### src/rtl/seg_p2s_pkg.sv
// Shared types for the seven-segment serial link.
// Frame width default and transmitter state encoding.
package seg_pkg;

  localparam int SEG_FRAME_W = 64;

  typedef enum logic [1:0] {
    IDLE,
    SHIFT_LO,
    SHIFT_HI
  } seg_p2s_state_t;

endpackage

### src/rtl/seg_p2s_if.sv
// Start/data request and busy/done status bundle
// between the display-data mux and the transmitter.
interface seg_p2s_if #(
  parameter int DATA_W = 64
) ();

  logic              start;
  logic [DATA_W-1:0] pdata;
  logic              busy;
  logic              done;

  modport master (
    output start,
    output pdata,
    input  busy,
    input  done
  );

  modport slave (
    input  start,
    input  pdata,
    output busy,
    output done
  );

endinterface

### src/rtl/seg_p2s_sclk_gen.sv
// Serial clock divider: flags the last clk cycle
// of each sclk half-period.
module seg_sclk_gen #(
  parameter int CLK_DIV = 2
) (
  input  logic clk,
  input  logic rst_n,
  input  logic load,
  input  logic en,
  output logic half_tick
);

  localparam int CW = (CLK_DIV > 1) ? $clog2(CLK_DIV) : 1;
  localparam logic [CW-1:0] LAST = CW'(CLK_DIV - 1);

  logic [CW-1:0] divcnt;

  assign half_tick = (divcnt == LAST);

  // Count clk cycles within a half-period; wrap on tick.
  always_ff @(posedge clk or negedge rst_n) begin
    if (!rst_n) begin
      divcnt <= '0;
    end else if (load) begin
      divcnt <= '0;
    end else if (en) begin
      divcnt <= half_tick ? '0 : divcnt + CW'(1);
    end
  end

endmodule

### src/rtl/seg_p2s.sv
// Parallel-to-serial transmitter for the shift-register
// seven-segment display; MSB first on a divided sclk.
module seg_p2s
  import seg_pkg::*;
#(
  parameter int DATA_W  = SEG_FRAME_W,
  parameter int CLK_DIV = 2
) (
  input  logic      clk,
  input  logic      rst_n,
  seg_p2s_if.slave  bus,
  output logic      sclk,
  output logic      sdout,
  output logic      sclrn,
  output logic      pen
);

  localparam int BW = $clog2(DATA_W);

  seg_p2s_state_t    state;
  logic [DATA_W-2:0] shreg;
  logic [BW-1:0]     bitcnt;
  logic              busy_q;
  logic              done_q;
  logic              load;
  logic              half_tick;

  assign load     = (state == IDLE) && bus.start;
  assign bus.busy = busy_q;
  assign bus.done = done_q;

  seg_sclk_gen #(
    .CLK_DIV (CLK_DIV)
  ) u_sclk_gen (
    .clk       (clk),
    .rst_n     (rst_n),
    .load      (load),
    .en        (state != IDLE),
    .half_tick (half_tick)
  );

  // Frame FSM; the MSB goes straight to sdout at load,
  // so shreg only holds the bits still to come.
  always_ff @(posedge clk or negedge rst_n) begin
    if (!rst_n) begin
      state  <= IDLE;
      shreg  <= '0;
      bitcnt <= '0;
      busy_q <= 1'b0;
      done_q <= 1'b0;
      sclk   <= 1'b0;
      sdout  <= 1'b0;
      sclrn  <= 1'b0;
      pen    <= 1'b0;
    end else begin
      sclrn  <= 1'b1;
      done_q <= 1'b0;
      unique case (state)
        IDLE: begin
          if (bus.start) begin
            shreg  <= bus.pdata[DATA_W-2:0];
            sdout  <= bus.pdata[DATA_W-1];
            bitcnt <= BW'(DATA_W - 1);
            busy_q <= 1'b1;
            pen    <= 1'b0;
            state  <= SHIFT_LO;
          end
        end
        SHIFT_LO: begin
          if (half_tick) begin
            sclk  <= 1'b1;
            state <= SHIFT_HI;
          end
        end
        SHIFT_HI: begin
          if (half_tick) begin
            sclk <= 1'b0;
            if (bitcnt != '0) begin
              sdout  <= shreg[DATA_W-2];
              shreg  <= shreg << 1;
              bitcnt <= bitcnt - BW'(1);
              state  <= SHIFT_LO;
            end else begin
              busy_q <= 1'b0;
              done_q <= 1'b1;
              pen    <= 1'b1;
              sdout  <= 1'b0;
              state  <= IDLE;
            end
          end
        end
        default: state <= IDLE;
      endcase
    end
  end

endmodule

### src/flat_wrapper.sv
// flat-port wrapper written by rule: the top's interface ports become plain ports
module seg_p2s_flat import seg_pkg::*;
#(
  parameter int DATA_W  = SEG_FRAME_W,
  parameter int CLK_DIV = 2
)
  (clk, rst_n, sclk, sdout, sclrn, pen, bus_start, bus_pdata, bus_busy, bus_done);
  seg_p2s_if #(.DATA_W(DATA_W)) bus_i ();
  input  logic clk;
  input  logic rst_n;
  output logic sclk;
  output logic sdout;
  output logic sclrn;
  output logic pen;
  input wire logic [$bits(bus_i.start)-1:0] bus_start;
  input wire logic [$bits(bus_i.pdata)-1:0] bus_pdata;
  output wire logic [$bits(bus_i.busy)-1:0] bus_busy;
  output wire logic [$bits(bus_i.done)-1:0] bus_done;
  assign bus_i.start = bus_start;
  assign bus_i.pdata = bus_pdata;
  assign bus_busy = bus_i.busy;
  assign bus_done = bus_i.done;
  seg_p2s #(.DATA_W(DATA_W), .CLK_DIV(CLK_DIV)) u_core (.clk(clk), .rst_n(rst_n), .bus(bus_i), .sclk(sclk), .sdout(sdout), .sclrn(sclrn), .pen(pen));
endmodule
### config.mk
export PLATFORM = sky130hd
export DESIGN_NAME = seg_p2s_flat
export DESIGN_NICKNAME = d
export VERILOG_FILES = /design/src/rtl/seg_p2s_pkg.sv /design/src/rtl/seg_p2s_if.sv /design/src/rtl/seg_p2s_sclk_gen.sv /design/src/rtl/seg_p2s.sv /design/src/flat_wrapper.sv
export SDC_FILE = /design/constraint.sdc
export NUM_CORES = 1
export LEC_CHECK = 0
export CORE_MARGIN = 2
export CORE_UTILIZATION = 60
export CTS_BUF_LIST = sky130_fd_sc_hd__clkbuf_8
export DETAILED_ROUTE_END_ITERATION = 8
export DONT_BUFFER_PORTS = 1
export GPL_TIMING_DRIVEN = 0
export PLACE_DENSITY = 0.76
export SLEW_MARGIN = 15
export SYNTH_ARGS = -nofsm -noshare
export SYNTH_HDL_FRONTEND = slang
export SYNTH_SLANG_ARGS = --single-unit
### constraint.sdc
create_clock -name clk -period 2.1 [get_ports clk]
set_input_delay 0.315 -clock clk [delete_from_list [all_inputs] [get_ports clk]]
set_output_delay 0.315 -clock clk [all_outputs]
set_load 0.01 [all_outputs]
# After elaboration in Yosys (flattened, before gate mapping)
# Cells that the tools add are included.
[word_totals] word_cells=65 inputBits=67 register_bits=78 output_inout_bits=6
[classes] eq_ne=7 reduce_logical=12 add_sub_neg=2 n_mux=34
[op_table] op="two-way mux 63 bit" n=3
[op_table] op="one-hot mux 63 bit (2 select lines)" n=1
[op_table] op="two-way mux 1 bit" n=18
[op_table] op="two-way mux 6 bit" n=3
[op_table] op="one-hot mux 6 bit (2 select lines)" n=1
[op_table] op="AND reduction 3 bit" n=3
[op_table] op="!= test 2 bit, second input constant" n=4
[op_table] op="one-hot mux 1 bit (2 select lines)" n=4
[op_table] op="AND reduction 4 bit" n=2
[op_table] op="nonzero test 2 bit" n=4
[op_table] op="two-way mux 2 bit" n=3
[op_table] op="one-hot mux 2 bit (3 select lines)" n=1
[op_table] op="nonzero test 6 bit" n=1
[op_table] op="subtractor 6 x 1 -> 6 bit, second input constant" n=1
[op_table] op="== test 2 x 1 -> 1 bit, second input constant" n=1
[op_table] op="== test 2 bit, second input constant" n=1
[op_table] op="zero test 2 bit" n=1
[op_table] op="!= test 2 x 1 -> 1 bit, second input constant" n=1
[op_table] op="adder 1 bit, second input constant" n=1
[op_table] op="logical AND 1 bit" n=1

# Depth between registers and ports, before layout
[depth] depth_word=4 ltp_mapped=8 mapped_depth_nobuf=6

# By module
# From an unflattened synthesis, not the netlist that was laid out.
[hier_totals] cells_unflattened=416 area_unflattened_um2=3508.4
[by_module_without_submodules] mod="seg_p2s" seq_area_each_um2=1926.8 cells_per_inst=413 n_inst=1 area_per_inst_um2=3470.8
[by_module_without_submodules] mod="seg_sclk_gen" seq_area_each_um2=25.0 cells_per_inst=3 n_inst=1 area_per_inst_um2=37.5

# Worst setup path before layout
# Ideal clock, no wire load.
[synth_timing] path_type="register -> register" start="register u_core.bitcnt[2]" end="register u_core.shreg[28]" stages_incl_launch_ff=6 setup_ns=0.143 period_less_slack_ns=1.628 setup_slack_ns=0.472 required_time_ns=1.957 arrival_ns=1.485 n_path_buf=1 path_cell_list="dfrtp_1 > or3_4 > nor2_1 > nor2_8 > buf_12 > a2bb2oi_2"
[synth_via] elab_chain_len=3
[synth_lines] element="start: declaration" line_no="seg_p2s.sv:22" rtl="logic [BW-1:0] bitcnt;"
[synth_lines] element="start signal: assignment" line_no="seg_p2s.sv:63" rtl="bitcnt <= BW'(DATA_W - 1);"
[synth_lines] element="start signal: assignment" line_no="seg_p2s.sv:81" rtl="bitcnt <= bitcnt - BW'(1);"
[synth_lines] element="nonzero test 6 bit" line_no="seg_p2s.sv:78" rtl="if (bitcnt != '0) begin"
[synth_lines] element="!= test 2 x 1 -> 1 bit (no line)"
[synth_lines] element="AND reduction 4 bit (no line)"
[synth_lines] element="end signal: assignment" line_no="seg_p2s.sv:61" rtl="shreg <= bus.pdata[DATA_W-2:0];"
[synth_lines] element="end signal: assignment" line_no="seg_p2s.sv:80" rtl="shreg <= shreg << 1;"
[synth_lines] element="end: declaration" line_no="seg_p2s.sv:21" rtl="logic [DATA_W-2:0] shreg;"
# Every way passes these cells.
# A chain may end at the register's enable or synchronous reset.

# Final worst setup path
[layout_timing] start="register u_core.state[0]" end="register u_core.shreg[37]"
[layout_via] elab_chain_len=3 word_cells_on_any_way=8 cone_classes="eq/ne: 4; mux: 1; reduce/logical: 3"
[layout_lines] element="start: declaration" line_no="seg_p2s.sv:20" rtl="seg_p2s_state_t state;"
[layout_lines] element="start signal: assignment" line_no="seg_p2s.sv:46" rtl="state <= IDLE;"
[layout_lines] element="start signal: assignment" line_no="seg_p2s.sv:66" rtl="state <= SHIFT_LO;"
[layout_lines] element="start signal: assignment" line_no="seg_p2s.sv:72" rtl="state <= SHIFT_HI;"
[layout_lines] element="== test 2 bit / zero test 2 bit (equally long branches)" line_no="seg_p2s.sv:58" rtl="unique case (state)"
[layout_lines] element="!= test 2 x 1 -> 1 bit (no line), or another cell as far along"
[layout_lines] element="AND reduction 4 bit (no line)"
# Parallel ways exist; a longest one is shown, timed or not.

==> flow_metrics.env <==
export IMPL_critPathTopFamily="buffers and inverters"
export IMPL_clock_skew_final_ns=0.0145
export IMPL_fillers=475
export IMPL_maxCapViolations=0
export IMPL_die_w_um=84.5
export IMPL_crit_path_frequent_cell="buf_2"
export IMPL_wl_per_cell_um=20.4
export IMPL_period_share_pct=91.2
export IMPL_synth_warning_count=0
export IMPL_arrival_ns=2.19
export IMPL_clock_path_buffers=2
export IMPL_grt_pass1_vias=2807
export IMPL_clkLatencyLatePin_ns=0.35
export IMPL_dieArea_um2=7140
export IMPL_avgViaCountPerCell=6.66
export IMPL_grt_antenna_before_repair=0
export IMPL_setup_violations=0
export IMPL_cp_required_ns=2.38
export IMPL_max_freq_mhz=522
export IMPL_post_route_min_period_ns=1.91
export IMPL_fp_coreArea_um2=6310
export IMPL_cp_start_kind="flop"
export IMPL_grt_max_degree=79
export IMPL_slew_headroom_pct=54.3
export IMPL_synth_avg_cell_area_um2=13.1
export IMPL_hold_viol=78
export IMPL_regArea_um2=1950
export IMPL_root_buffer="clkbuf_8"
export IMPL_io_buffer_count=0
export IMPL_cts_buffers=9
export IMPL_final_area_um2=4220
export IMPL_worst_pin_slew_ns=0.685
export IMPL_ys_types=37
export IMPL_slowest_stage="clkbuf_1"
export IMPL_gp_congestion=0.809
export IMPL_outcome="finished with violations"
export IMPL_crit_fanout=10
export IMPL_initial_core_util_pct=61.6
export IMPL_syn_cell_area_um2=3890
export IMPL_netlist_instances=296
export IMPL_leakage_nw=1.57
export IMPL_diodes=0
export IMPL_area_delta_synth_final_pct=8.47
export IMPL_cts_resized=0
export IMPL_clk_pin_slew_ns=0.08
export IMPL_layout_common_cells="dfrtp_1 (78), o22ai_1 (64), a2bb2oi_2 (60)"
export IMPL_violations="negative hold slack"
export IMPL_synth_seq_area_share_pct=50.2
export IMPL_path_cells="buf_2 > nor2b_1 > buf_2 > clkbuf_1 > o22ai_1 > a2bb2oi_2"
export IMPL_rows=29
export IMPL_powerDensity_nw_per_um2=1640
export IMPL_nets=376
export IMPL_drive_gt1_share_pct=32.1
export IMPL_layout_commonest_cell="dfrtp_1"
export IMPL_grt_pass1_wl_um=13500
export IMPL_track_usage_pct=23.6
export IMPL_crit_path_end_kind="flop"
export IMPL_placed_cell_area_um2=3980
export IMPL_syn_num_nets=365
export IMPL_drc=0
export IMPL_firstDrtPassIters=6
export IMPL_cpPeakStageDelay_ns=0.41
export IMPL_tritoncts="built"
export IMPL_ys_ff_latch=78
export IMPL_post_cts_buffers=0
export IMPL_cts_sinks=78
export IMPL_utilization_pct=66.8
export IMPL_power_ir_vdd_worst_mv=0.729
export IMPL_fin_total_pwr_w=0.00690
export IMPL_overflow=0
export IMPL_setup_tns_ns=0
export IMPL_holdWs_ns=-0.346
export IMPL_num_vias=2590
export IMPL_multi_input_area_um2=1680
export IMPL_rsz0062_at_grt="no"
export IMPL_path_class="reg2reg"
export IMPL_cts_htree_levels=3
export IMPL_dpl_hpwl_um=5390
export IMPL_die_h_um=84.5
export IMPL_report_final_slew_viol_count=0
export IMPL_ant_nets=0
export IMPL_hold_class="in2async"
export IMPL_ioPinCount=73
export IMPL_crit_buf_inv=3
export IMPL_drtIter0Drc=110
export IMPL_wirelength_um=7930
## path summary, 6_finish.rpt
kind / startpoint / end / slack [ns] / depth (start not counted)
max in group asynchronous: rst_n / u_core.bitcnt[3] / 2.33 / 0
min in group clk: bus_pdata[0] / u_core.shreg[0] / 0.14 / 1
max: u_core.state[0] / u_core.shreg[37] / 0.19 / 6
min reg2reg: u_core.shreg[0] / u_core.shreg[0] / 0.53 / 1
max reg2reg: u_core.state[0] / u_core.shreg[37] / 0.19 / 6
min: rst_n / u_core.shreg[44] / -0.35 / 0
## flip-flops by register name (all words and copies together) (netlist names)
register                     flops
u_core.pen                       1
u_core.sdout                     1
u_core.bitcnt                    6
u_core.bus.done                  1
u_core.sclk                      1
u_core.bus.busy                  1
u_core.sclrn                     1
u_core.shreg                    63
u_core.state                     2
u_core.u_sclk_gen.half_tick      1
## cells in the mapped netlist
cell | instances | area, µm²
o21ai_0 | 13 | 65.1
nor2_1 | 10 | 37.5
a221oi_1 | 1 | 8.76
o41ai_1 | 1 | 8.76
o31a_1 | 1 | 8.76
nor2b_1 | 1 | 6.26
buf_1 | 3 | 11.3
clkbuf_1 | 7 | 26.3
a32o_1 | 1 | 10.0
o21ai_2 | 1 | 8.76
dfrtp_1 | 78 | 1950
and3_1 | 1 | 6.26
a2bb2oi_1 | 2 | 17.5
a21oi_1 | 4 | 20.0
a22oi_1 | 1 | 7.51
buf_12 | 6 | 120
nand2b_1 | 3 | 18.8
ha_1 | 2 | 25.0
or2_0 | 1 | 6.26
a2bb2oi_2 | 60 | 901
or3_4 | 1 | 11.3
mux2i_1 | 1 | 10.0
inv_1 | 3 | 11.3
a31oi_1 | 2 | 12.5
a21o_1 | 1 | 7.51
buf_6 | 2 | 22.5
nor2_8 | 1 | 20.0
nand3_1 | 1 | 5.00
buf_2 | 11 | 55.1
buf_4 | 1 | 7.51
nand3b_1 | 1 | 7.51
nor3_1 | 2 | 10.0
nand4bb_1 | 1 | 11.3
o22ai_1 | 64 | 400
conb_1 | 1 | 3.75
or2_2 | 1 | 6.26
nand2_1 | 5 | 18.8
## layer usage
metal | global-route usage [%] | wire [µm] | part of all wire, % | up-vias
met3 | 5.90 | 398 | 5.0 | 10
met5 | 0 | 0 | 0 | -
met2 | 38.1 | 3870 | 49 | 60
met4 | 9.81 | 152 | 1.9 | 0
met1 | 30.6 | 3510 | 44 | 1327
li1 | - | - | - | 1193
## cell families after synthesis
family,Yosys count,share of synthesized area (%)
AO/OA/AOI/OAI,152,38.0
buffers and inverters,33,6.54
AND/OR/NAND/NOR,29,4.25
other,1,0.0965
adder cells (fa/ha/maj),2,0.644
flip-flops,78,50.2
multiplexers,1,0.258
## stage by stage
step	cells	setup slack, ns
final	389	0.186
after global routing	389	0.0462
after CTS	389	0.184
after detailed placement	373	0.200
after global placement	373	0.244
after floorplan	296	0.472
## power by group
group / internal [W] / switching (W) / total (W)
registers: 0.00217 / 0.000501 / 0.00267
logic: 0.00166 / 0.00128 / 0.00294
clock network: 0.000735 / 0.000563 / 0.00130
total: 0.00456 / 0.00234 / 0.00690
## layout make-up
class	instances	area share [%]
well taps	77	2.29
multi-input cells	185	39.9
clock inverters	5	1.93
plain buffers	30	5.76
flip-flops and latches	78	46.3
clock buffers	11	3.59
inverters	3	0.267
## worst register-to-register path: stages (launching register included)
cell       delay [ns]
dfrtp_1          0.39
buf_2            0.18
nor2b_1          0.20
buf_2            0.29
clkbuf_1         0.41
o22ai_1          0.20
a2bb2oi_2        0.16
(Power assumes the default switching activity.)
